<file path="config.mk">
export PLATFORM = sky130hd
export DESIGN_NAME = cpu_ce_gen
export DESIGN_NICKNAME = d
export VERILOG_FILES = /design/src/rtl/cpu_ce_gen.sv
export SDC_FILE = /design/constraint.sdc
export NUM_CORES = 1
export LEC_CHECK = 0
export ABC_AREA = 1
export CORE_AREA = 4 4 51 65
export CTS_CLUSTER_SIZE = 14
export DETAILED_ROUTE_END_ITERATION = 16
export DIE_AREA = 0 0 55 69
export SYNTH_ARGS = -nofsm -noshare
export SYNTH_HDL_FRONTEND = slang
export SYNTH_SLANG_ARGS = --single-unit
</file>
<file path="constraint.sdc">
create_clock -name clk_sys -period 1.7 [get_ports clk_sys]
set_input_delay 0.34 -clock clk_sys [delete_from_list [all_inputs] [get_ports clk_sys]]
set_output_delay 0.34 -clock clk_sys [all_outputs]
set_load 0.05 [all_outputs]
</file>
<file path="src/rtl/cpu_ce_gen.sv">
// cpu_ce_gen: CPU / PSG clock-enable generator for the clk_sys domain.
// Three selectable CPU speed modes with an enable-quiet gap at each switch,
// per-period contention stalls, and a free-running PSG enable.
// Optional build macro CE_GEN_STALL_CNT_EN adds the stall_cnt output, which
// counts RUN periods suppressed by a stall.
module cpu_ce_gen #(
    parameter int DIV0       = 16,
    parameter int DIV1       = 27,
    parameter int DIV2       = 4,
    parameter int PSG_DIV    = 12,
    parameter int SWITCH_GAP = 3
) (
    input  logic       clk_sys,
    input  logic       reset,
    input  logic [1:0] mode,
    input  logic       wait_req,
    output logic       ce_p,
    output logic       ce_n,
    output logic       ce_psg,
    output logic [1:0] mode_cur,
    output logic       switching
`ifdef CE_GEN_STALL_CNT_EN
    ,
    output logic [15:0] stall_cnt
`endif
);

    localparam int GW = (SWITCH_GAP > 1) ? $clog2(SWITCH_GAP) : 1;
    localparam int PW = $clog2(PSG_DIV);
    localparam logic [GW-1:0] GAP_LAST = GW'(SWITCH_GAP - 1);
    localparam logic [PW-1:0] PSG_LAST = PW'(PSG_DIV - 1);

    typedef enum logic {RUN, GAP} state_t;

    state_t         state;
    logic [5:0]     cnt;
    logic [GW-1:0]  gap_cnt;
    logic [PW-1:0]  psg_cnt;
    logic           stall;

    logic [1:0]     req;
    logic [5:0]     div_cur;
    logic [5:0]     half;
    logic           last;

    // Divider for a given mode; mode 3 falls back to the native divider.
    function automatic logic [5:0] div_of(input logic [1:0] m);
        case (m)
            2'd1:    return 6'(DIV1);
            2'd2:    return 6'(DIV2);
            default: return 6'(DIV0);
        endcase
    endfunction

    // Effective requested mode, active divider and period-position decodes.
    always_comb begin
        req     = (mode == 2'd3) ? 2'd0 : mode;
        div_cur = div_of(mode_cur);
        half    = div_cur >> 1;
        last    = (cnt == div_cur - 6'd1);
    end

    // Period counter, stall latch and the RUN/GAP switch state machine.
    always_ff @(posedge clk_sys or posedge reset) begin
        if (reset) begin
            state     <= RUN;
            cnt       <= 6'd0;
            gap_cnt   <= '0;
            stall     <= 1'b0;
            mode_cur  <= 2'd0;
            switching <= 1'b0;
            ce_p      <= 1'b0;
            ce_n      <= 1'b0;
        end else begin
            ce_p <= (state == RUN) && !stall && (cnt == 6'd0);
            ce_n <= (state == RUN) && !stall && (cnt == half);
            if (last) begin
                cnt   <= 6'd0;
                stall <= wait_req;
                case (state)
                    RUN: begin
                        if (req != mode_cur) begin
                            state     <= GAP;
                            switching <= 1'b1;
                            mode_cur  <= req;
                            gap_cnt   <= '0;
                        end
                    end
                    GAP: begin
                        if (gap_cnt == GAP_LAST) begin
                            if (req == mode_cur) begin
                                state     <= RUN;
                                switching <= 1'b0;
                            end else begin
                                mode_cur <= req;
                                gap_cnt  <= '0;
                            end
                        end else begin
                            gap_cnt <= gap_cnt + 1'b1;
                        end
                    end
                    default: state <= RUN;
                endcase
            end else begin
                cnt <= cnt + 6'd1;
            end
        end
    end

    // Free-running PSG enable, independent of mode, stall and switching.
    always_ff @(posedge clk_sys or posedge reset) begin
        if (reset) begin
            psg_cnt <= '0;
            ce_psg  <= 1'b0;
        end else begin
            ce_psg  <= (psg_cnt == '0);
            psg_cnt <= (psg_cnt == PSG_LAST) ? '0 : psg_cnt + 1'b1;
        end
    end

`ifdef CE_GEN_STALL_CNT_EN
    // Count stalled RUN periods (saturating); a switch into GAP clears it.
    always_ff @(posedge clk_sys or posedge reset) begin
        if (reset) begin
            stall_cnt <= 16'd0;
        end else if (last && (state == RUN) && (req != mode_cur)) begin
            stall_cnt <= 16'd0;
        end else if ((state == RUN) && stall && (cnt == 6'd0)
                     && (stall_cnt != 16'hFFFF)) begin
            stall_cnt <= stall_cnt + 16'd1;
        end
    end
`endif

endmodule

</file>
Yosys cells after proc, flatten, opt, wreduce, memory -nomap -nowiden. Cells that the tools add are included.

Output and inout bits: 6. Input port bits: 5. Flip-flop bits (word level): 20. Word-level logic and storage cells: 58.

Bitwise logic cells: 1. Reductions and logical operators: 9. Mux-type cells: 20. Equality and inequality tests: 14. Add/subtract/negate cells: 4.

Operator list (count): $mux W2 (7); $pmux W5 S2 (1); $pmux W2 S2 (2); $reduce_and A4 Y1 (2); $add A6 B1 Y6 const B (1); $eq A2 B2 Y1 const B (3); $eq A6 B5 Y1 (1); $eq A6 B6 Y1 (1); $logic_not A6 Y1 (1); $mux W1 (6); $mux W6 (1); $ne A2 B1 Y1 const B (3); $sub A6 B1 Y6 const B (1); $add A4 B1 Y4 const B (1); $eq A4 B4 Y1 const B (1); $logic_not A4 Y1 (1); $mux W4 (1); $pmux W1 S2 (2); $logic_and A1 B1 Y1 (3); $ne A3 B3 Y1 const B (1); $reduce_and A3 Y1 (1); $add A2 B1 Y2 const B (1); $eq A2 B1 Y1 const B (1); $eq A2 B2 Y1 (1); other kinds (4) (4).

Longest topological paths before layout.
Depth in word-level cells: 6. Gate-level depth with buffers: 10. Depth with buffers taken out: 10.

Worst setup path after synthesis. No wires, ideal clock.

Path kind: register to register. From: register mode_cur[0]. To: register switching. Arrival time: 1.774 ns. Setup slack: -0.140 ns. Buffers on the path: 1. Setup time: 0.066 ns. Cell stages (with the launch flop): 10. Cells stage by stage: dfrtp_1 -> inv_1 -> ha_1 -> inv_1 -> nand2_1 -> nand3_4 -> nor2_4 -> buf_6 -> nand4_1 -> nand2_1.

Word-level cells in the longest chain between the ends: 5. Elaborated cells on any way between the ends: 10. Classes of those cells: add/sub (1); eq/ne (7); mux (1); reduce/logical (1).

RTL lines: start, declared (RTL line 20) `output logic [1:0] mode_cur,`; start signal, assigned (RTL line 85) `mode_cur <= req;`; start signal, assigned (RTL line 95) `mode_cur <= req;`; $eq A2 B2 Y1 / $eq A2 B1 Y1 (equally long branches) (RTL line 48) `case (m)`; $pmux W5 S2 (RTL line 48); $sub A6 B1 Y6 (RTL line 60) `last = (cnt == div_cur - 6'd1);`; $eq A6 B6 Y1 (RTL line 60); $reduce_and A4 Y1 (no source line) (*); end signal, assigned (RTL line 71) `switching <= 1'b0;`; end signal, assigned (RTL line 84) `switching <= 1'b1;`; end signal, assigned (RTL line 93) `switching <= 1'b0;`; end, declared (RTL line 21) `output logic switching`.

Mark *: on every way between the ends. The rest lies on a longest branch, timed or not. A chain may end at the register's enable or synchronous reset.

Worst setup path in the final report.
From: register mode_cur[1]. To: register stall.

Word-level cells in the longest chain between the ends: 4. Elaborated cells on any way between the ends: 5. Classes of those cells: add/sub (1); eq/ne (3); mux (1).

RTL lines: $eq A2 B2 Y1 / $eq A2 B1 Y1 (equally long branches) (RTL line 48); $pmux W5 S2 (*) (RTL line 48); $sub A6 B1 Y6 (*) (RTL line 60); $eq A6 B6 Y1 (*) (RTL line 60); end signal, assigned (RTL line 79) `stall <= wait_req;`; end, declared (RTL line 39) `logic stall;`.

Marks and branches as above.

==> results.md <==
* H-Tree Depth at 1
* WHS at between 0.3 and 0.4 ns
* Worst EP arrival at 1.80 ns
* First-pass GRT wire length at between 4 and 5 mm
* DRC errors left at 0
* Detailed Route Iter0 Violations at 22
* Final WL at between 2 and 3 mm
* Place WS at -0.301 ns
* Setup slack after layout at between 0.09 and 0.1 ns
* Crit path from: mode_cur[1]
* Mean Syn Cell Area at 7.96 um^2
* First-pass DRT Iterations at 4
* CTS Buf Count at 3
* Share of layout cells above drive strength 1 at ~27%
* Final hold violations at 0
* Final ANT Viol Nets at 0
* Core box area at roughly 2700 um^2
* Number of max-cap violations at 0
* Internal power at ~1.4 mW
* Critical path's largest stage delay at 0.49 ns
* Post-synthesis sequential area ratio at a little over two fifths
* Clock Tree Buf Depth at 2
* Slowest-stage cell, CP: dfrtp_2
* Worst Hold Class: in2async
* Dpl hpwl at between 1.5 and 2 mm
* Setup violators final at 0
* Req. time, crit path at between 1.5 and 2 ns
* Design area at about 1500 um^2
* Worst Path Class, Setup: reg2reg
* Worst path cell trace: ha_2, inv_1, nand2_1, nand2_2, nand3_4, nor2_4, buf_4, o21ai_0
* Pwr Total at 2.70 mW
* FF-to-FF Start: mode_cur[1]
* Die area at between 3000 and 4000 um^2
* Starting Density at between 40% and 50%
* Logic pwr share at between 50 and 60%
* Root Buffer: clkbuf_4
* Clk slew on worst S/H paths at between 0.1 and 0.15 ns
* Crit start category: register
* Placer Congestion at roughly 0.8
* Power per cell area at roughly 1800 nW/um^2
* Seq pwr share at just under 30%
* Sw Pwr at around 1.3 mW
* Synth area leaders: dfrtp_1 (42%), nand2_1 (11%), ha_1 (11%), inv_1 (7.9%), nand3_1 (4.6%)
* Port Buffers at 10
* FMAX at 624 MHz
* Fin cells at about 200
* Synthesis-stage register bit count at 20
* Worst-margin pin slew at about 0.26 ns
* Most frequent cells after synthesis: nand2_1 (34), inv_1 (25), dfrtp_1 (20)
* Clock power share at about 14%
* TritonCTS clock tree: built
* Synth Net Count at 164
* Synth area leader: dfrtp_1
* VDD IR max at roughly 0.0012 V
* Nets at between 150 and 200
* Fin crit share at 94.2%
* Initial antenna violation count at 0
* Placed inst area at about 1300 um^2
* Final Skew at 0.00159 ns
* Critical path buffers and inverters at 2
* Largest net degree at the start of global routing at 21
* Via Count at 1041
* Dominant synthesized flop cell: dfrtp_1
* Yosys cell types at 23
* Final worst path period need at 1.60 ns
* Leakage at between 0.7 and 0.8 nW
* Rows at 21
* Cells after synthesis at 149
* Post-synth EDFFs at 0
* N_diodes at 0
* Outcome: finished, final reports clean
* Largest delay contributor family on the critical path: flip-flops
* Post-Synthesis Cell Area at around 1200 um^2
* Post-synth ARST share at 100%
* Max-Slew Margin vs Limit at 82.8%
* Vias per inst at 5.08
* Fin. max-slew vios at 0
* Avg WL per Cell at approximately 12 um
* Clock sink total at 20
* Switch share at between 40% and 50%
* Inst Count DP at roughly 200
* Most frequent cell after synthesis: nand2_1
* Die width at around 55 um
* Area grow syn2layout at 24.8%
* CP endpoint kind: register
* Aggregate global-route resource usage at roughly 15%
* Chip Height at 69 um
* I/O pins at 11
* Yosys top cell area share at 42.2%
* Yosys Warn Count at 0
* Gr ovfl total at 0
* Vias in the first global route at ~1100
* Clk Latency, worst-skew pair at about 0.30 ns
* CP Max Fanout at 6
through the flow:
step           TNS [ns]  util, %
2_1_floorplan         0        -
3_3_place_gp     -0.738     50.6
3_5_place_dp      -1.24     50.6
4_1_cts               0     52.8
5_1_grt         -0.0169     55.8
6_report              0     55.8
cell type report:
type                    count  area (um^2)
clock inverters             1         30.0
flip-flops and latches     20          503
well taps                  34         42.5
inverters                  30          113
multi-input cells          98          617
repair buffers             19          153
clock buffers               3         22.5
fillers                   240         1170
path summary, 6_finish.rpt:
kind | to | slack (ns) | cells after the start
setup / recovery | stall | 0.1 | 8
hold / removal | psg_cnt[0] | 0.35 | 3
setup reg to reg | stall | 0.1 | 8
hold reg to reg | switching | 0.49 | 2
max in group asynchronous | mode_cur[1] | 1.12 | 3
min in group clk_sys | switching | 0.49 | 2
layer usage:
layer / track usage [%] / vias to the layer above / part of all wire (%)
li1: - / 513 / -
met3: 2.80 / 10 / 2.6
met5: 0 / - / 0
met2: 25.1 / 24 / 54
met4: 7.30 / 0 / 2.0
met1: 17.3 / 494 / 42
power by group through the flow:
stage	clock, mW	sequential [mW]	combinational (mW)
floorplan	0	0.876	0.860
global placement	0	0.792	1.21
detailed placement	0	0.792	1.25
CTS	0.403	0.786	1.29
global route	0.429	0.815	1.68
finish	0.392	0.795	1.51
cell families after synthesis:
| group | count (synthesis) | share of synthesized area, % |
|---|---|---|
| flops | 20 | 42.2 |
| buf+inv | 32 | 11.1 |
| fa+ha+maj | 10 | 10.5 |
| xor+xnor | 2 | 1.48 |
| simple gates | 76 | 30.8 |
| compound gates | 9 | 3.90 |
layout by cell type (no fill, tap or decap), types with 3 or more instances in the layout:
| cell type | Yosys | final |
|---|---|---|
| inv_1 | 25 | 23 |
| nor3_1 | 4 | 3 |
| clkdlybuf4s50_1 | 0 | 4 |
| inv_2 | 5 | 7 |
| ha_2 | 0 | 3 |
| buf_4 | 1 | 15 |
| nand4_1 | 5 | 5 |
| ha_1 | 10 | 6 |
| dfrtp_1 | 20 | 18 |
| nor2_1 | 11 | 10 |
| nand2_2 | 3 | 4 |
| nand2_1 | 34 | 33 |
| nand3_1 | 11 | 9 |
| o21ai_0 | 5 | 5 |
| clkbuf_4 | 0 | 3 |
worst reg2reg max path, delay by kind of cell (launching register included):
| kind | cells | cell delay, ns |
|---|---|---|
| AO/OA/AOI/OAI | 1 | 0.07 |
| AND/OR/NAND/NOR | 4 | 0.49 |
| adder cells (fa/ha/maj) | 1 | 0.22 |
| buffers and inverters | 2 | 0.25 |
| flip-flops | 1 | 0.49 |
state kept, by name (all words and copies together), names as in the netlist, 2 cells and up:
name      count
mode_cur      2
cnt           6
psg_cnt       4
gap_cnt       2
timing repair:
action | in CTS | in global routing
endpoints found under the setup margin | 4 | 10
pin swaps | 1 | 6
hold buffers | 0 | 0
gates cloned | 1 | 0
resized for setup | 0 | 14
buffers inserted | 0 | 3
Note: power is estimated with default switching activity, not from simulation.
